`src/rtl/rng_word_packer.sv`:
```
// Packs a serial LFSR bit stream into words with a repetition-count health
// test and drains completed words through a small valid/ready FIFO.
module rng_word_packer #(
  parameter int WORD_W     = 8,
  parameter int FIFO_DEPTH = 4,
  parameter int REP_LIMIT  = 17,
  localparam int LW = $clog2(FIFO_DEPTH + 1)
) (
  input  logic              clk,
  input  logic              rst_n,
  input  logic              clear,
  input  logic              bit_in,
  input  logic              bit_en,
  output logic [WORD_W-1:0] out_data,
  output logic              out_valid,
  input  logic              out_ready,
  output logic [LW-1:0]     fifo_level,
  output logic              overflow,
  output logic              stuck_err
);

  localparam int CW = $clog2(WORD_W);
  localparam int PW = $clog2(FIFO_DEPTH);
  localparam int RW = $clog2(REP_LIMIT + 1);

  logic [CW-1:0]     bit_cnt;
  logic [WORD_W-2:0] shreg;
  logic [RW-1:0]     run;
  logic              last_bit;
  logic [WORD_W-1:0] mem [FIFO_DEPTH];
  logic [PW-1:0]     wr_ptr;
  logic [PW-1:0]     rd_ptr;
  logic [LW-1:0]     level;
  logic              valid_q;
  logic [WORD_W-1:0] head_q;
  logic              ovf_q;
  logic              stuck_q;

  logic [WORD_W-1:0] word_nxt;
  logic [RW-1:0]     run_nxt;
  logic              complete;
  logic              stuck_hit;
  logic              push_req;
  logic              pop;
  logic              full;
  logic              push;
  logic              ovf_set;
  logic [LW-1:0]     level_nxt;
  logic [PW-1:0]     wr_ptr_nxt;
  logic [PW-1:0]     rd_ptr_nxt;
  logic [WORD_W-1:0] head_nxt;

  always_comb begin
    word_nxt = {shreg, bit_in};
    run_nxt  = run;
    if (run == '0 || bit_in != last_bit)
      run_nxt = RW'(1);
    else if (run != RW'(REP_LIMIT))
      run_nxt = run + RW'(1);
    complete  = bit_en && (bit_cnt == CW'(WORD_W - 1));
    stuck_hit = bit_en && (run_nxt == RW'(REP_LIMIT));
    // Words finishing while the source is (or just became) stuck are dropped
    push_req  = complete && !stuck_q && !stuck_hit;
    pop       = valid_q && out_ready;
    full      = (level == LW'(FIFO_DEPTH));
    push      = push_req && (!full || pop);
    ovf_set   = push_req && full && !pop;
    level_nxt = level;
    unique case (1'b1)
      push && !pop: level_nxt = level + LW'(1);
      pop && !push: level_nxt = level - LW'(1);
      default:      level_nxt = level;
    endcase
    wr_ptr_nxt = push ? wr_ptr + PW'(1) : wr_ptr;
    rd_ptr_nxt = pop ? rd_ptr + PW'(1) : rd_ptr;
    // New head is the incoming word when it becomes the only entry
    unique case (1'b1)
      level_nxt == '0:          head_nxt = '0;
      push && level_nxt == 1:   head_nxt = word_nxt;
      default:                  head_nxt = mem[rd_ptr_nxt];
    endcase
  end

  always_ff @(posedge clk or posedge rst_n) begin
    if (rst_n) begin
      bit_cnt  <= '0;
      shreg    <= '0;
      run      <= '0;
      last_bit <= 1'b0;
      wr_ptr   <= '0;
      rd_ptr   <= '0;
      level    <= '0;
      valid_q  <= 1'b0;
      head_q   <= '0;
      ovf_q    <= 1'b0;
      stuck_q  <= 1'b0;
      for (int i = 0; i < FIFO_DEPTH; i++)
        mem[i] <= '0;
    end else if (clear) begin
      bit_cnt  <= '0;
      shreg    <= '0;
      run      <= '0;
      last_bit <= 1'b0;
      wr_ptr   <= '0;
      rd_ptr   <= '0;
      level    <= '0;
      valid_q  <= 1'b0;
      head_q   <= '0;
      ovf_q    <= 1'b0;
      stuck_q  <= 1'b0;
      for (int i = 0; i < FIFO_DEPTH; i++)
        mem[i] <= '0;
    end else begin
      if (bit_en) begin
        bit_cnt  <= complete ? '0 : bit_cnt + CW'(1);
        shreg    <= word_nxt[WORD_W-2:0];
        run      <= run_nxt;
        last_bit <= bit_in;
      end
      if (push)
        mem[wr_ptr] <= word_nxt;
      wr_ptr  <= wr_ptr_nxt;
      rd_ptr  <= rd_ptr_nxt;
      level   <= level_nxt;
      valid_q <= (level_nxt != '0);
      head_q  <= head_nxt;
      if (ovf_set)
        ovf_q <= 1'b1;
      if (stuck_hit)
        stuck_q <= 1'b1;
    end
  end

  assign out_data   = head_q;
  assign out_valid  = valid_q;
  assign fifo_level = level;
  assign overflow   = ovf_q;
  assign stuck_err  = stuck_q;

endmodule

```
`config.mk`:
```
export PLATFORM = sky130hd
export DESIGN_NAME = rng_word_packer
export DESIGN_NICKNAME = d
export VERILOG_FILES = /design/src/rtl/rng_word_packer.sv
export SDC_FILE = /design/constraint.sdc
export NUM_CORES = 1
export LEC_CHECK = 0
export CAP_MARGIN = 15
export CORE_UTILIZATION = 53
export CTS_CLUSTER_DIAMETER = 120
export DETAILED_ROUTE_END_ITERATION = 8
export GPL_TIMING_DRIVEN = 1
export PLACE_DENSITY = 0.78
export SLEW_MARGIN = 10
export SYNTH_ARGS = -nofsm -noshare
export SYNTH_HDL_FRONTEND = slang
export SYNTH_SLANG_ARGS = --single-unit
```
`constraint.sdc`:
```
create_clock -name clk -period 3 [get_ports clk]
set_input_delay 0.6 -clock clk [delete_from_list [all_inputs] [get_ports clk]]
set_output_delay 0.6 -clock clk [all_outputs]
set_load 0.05 [all_outputs]
```
==> reports/qor.txt <==
Status - finished, violations left
Violated checks - setup timing
Post-synth top flop - dfrtp_1
Core area - 6030 µm²
Die ar. - 6680 µm²
Critical R2R Capture - out_data[4]
Die Wd - 81.7 µm
Setup TNS - -202 ps
HP Start - overflow
Die Y - 81.7 µm
Worst R2R Setup Slack - -50 ps
Post-synthesis simple-gate area fraction - 18.6%
Tcrit/Tclk final - 102%
Port Buf Inserts - 19
Share of layout cells above drive strength 1 - 19.6%
# IOs - 20
Vias in the first global route - 2778
Worst hold slack - 513 ps
Critical Path Sink Type - flop
Largest family of logic cells by synthesized area - simple AND/OR/NAND/NOR gates
Clock Pin Slew Worst Setup and Hold Paths - 70 ps
Antenna violations before repair - 0
Sequential fraction of the synthesis area - 48.3%
Total power - 1.88 mW
Async SR Flop Fraction - 100%
ANT cells - 0
RR Startpoint - run[0]
Final clock skew - 12.7 ps
Critical Path Start - run[0]
Final Wtd Congestion - 0.856
Hold_buf cts - 0
Arrival time worst endpoint - 3280 ps
CTS tree - yes
Top sig layer - met4
Static Leak - 1.82 nW
CP startpoint kind - flop
Post-synthesis mux area share - 8.55%
Most frequent cells in the layout - dfrtp_1, nand2_1, a21oi_1
Max Slew Vio Count - 0
Crit Path Category - reg -> reg
First-pass GRT wire length - 13.4 mm
Max frequency - 328 MHz
Layout Cells excl Fill - 467
FP Rows - 28
ANT nets after route - 0
Mapped Cells - 342
Setup violators final - 8
Post-Syn Area - 3370 µm²
CP endpoint - out_data[4]
Mean Syn Cell Area - 9.84 µm²
Drt drc - 0
Crit-path max FO - 8
Clk Latency, worst-skew pair - 350 ps
Adder-cell area share of the yosys netlist - 3.94%
Hold Path Class - reg -> reg
Global Route Usage Sum - 27.6%
Hold path cells - 2
Placed Cells - 445
Power per cell area - 455 nW/µm²
Peak supply drop - 0.339 mV
Overflow after GRT - 0
H-tree levels - 3
Post-synthesis compound-gate area fraction - 14.6%
Wl on met1 - 3.51 mm
Max-cap violations - 0
TritonCTS buffer count - 9
Num Clock Sinks - 65
Largest net degree at the start of global routing - 58
Core Util, Final - 68.4%
Vias per cell - 6.10
Distinct cell type count after synthesis - 49
Synth Net Count - 358
Clock buffer depth - 2
PnR worst setup slack - -45.2 ps
Post-synth EDFFs - 0
Final Hold Vio Count - 0
YS warnings - 0
Min cycle time layout - 3050 ps
Final HPWL DP - 5.61 mm
CTS root buf - clkbuf_8
Worst slack, placed - -273 ps
Area post-placement - 3780 µm²
Synth Register Bits - 65
Commonest non-fill, non-tap cell in the layout - dfrtp_1
Met3 wire len - 509 µm
Drt pass-1 iters - 5
Starting density of the core - 55.9%
Rel. slew slack - 52.3%
RSZ-0062 raised after global routing - true
Data required, critical path - 3230 ps
DR WL/cell - 18.2 µm
Area grow syn2layout - 22.3%
Met2 wire len - 4.23 mm
DRT iter0 DRCs - 265
Final instance area - 4120 µm²
Wirelength, routed - 8.48 mm
Final nets - 403
Via Count - 2848
R2R cell count - 13
Worst-margin pin slew - 710 ps
Xor/xnor cell area share of the yosys netlist - 1.82%
## layout make-up
type,count,area [µm²]
fill,452,1910
timing repair buffer,55,459
clock inverter,5,104
tap,75,93.8
inverter,11,41.3
sequential,65,1630
clock buffer,11,131
multi-input combinational,245,1660
## timing repair
item                                    in CTS  in global routing
endpoints found under the setup margin       8                  8
pin swaps                                    0                 11
setup buffers                                2                  4
resized for setup                            4                 13
## state kept, by name (all words and copies together) (netlist names), 2 cells and up
name and cells:
fifo_level 3, run 5, wr_ptr 2, mem 32, shreg 7, out_data 8
rd_ptr 2, bit_cnt 3
## cell usage after synthesis (3+ instances only)
master	number	area [µm²]
mux2i_1	10	100
mux4_2	6	135
a32o_1	8	80.1
nor2_1	31	116
and3_1	4	25.0
dfrtp_1	65	1630
a21oi_1	41	205
inv_1	10	37.5
nand2_1	49	184
nand3b_1	3	22.5
nand3_1	35	175
ha_1	9	113
clkbuf_1	11	41.3
buf_1	5	18.8
xnor2_1	5	43.8
o21ai_0	6	30.0
## report_power, final
| part | switching, mW | internal [mW] | leakage (nW) |
|---|---|---|---|
| registers | 0.00802 | 0.881 | 0.904 |
| clock network | 0.334 | 0.553 | 0.118 |
| logic | 0.0634 | 0.0356 | 0.794 |
## per-layer routing
layer | vias up | global-route usage, %
met4 | 0 | 14.6
met1 | 1385 | 34.5
met3 | 25 | 4.56
li1 | 1304 | -
met2 | 134 | 45.8
met5 | - | 0
## worst max-delay path, cell delays in order, from the launching register on
cell and delay [ps]:
dfrtp_1 430, inv_2 100, ha_4 120, or3b_4 370, and2_4 170, o211a_4 140
o21ai_4 130, inv_2 70, fa_2 430, o21ai_2 80, a21oi_2 40, a211o_1 320
a21bo_4 260, a32o_2 270
## logic make-up after synthesis
group | count (synthesis)
AOI/OAI and AO/OA | 73
xor gates and xnor gates | 7
adders and majority gates | 10
buffers and inverters | 32
DFF | 65
muxes | 18
and+or+nand+nor | 137
## worst min path at each step
stage | endpoint | slack (ps)
5_1_grt | mem[19] | 550
3_3_place_gp | overflow | 480
4_1_cts | mem[9] | 520
3_5_place_dp | overflow | 510
6_report | overflow | 510
2_1_floorplan | bit_cnt[1] | 490
(Power assumes the default switching activity.)
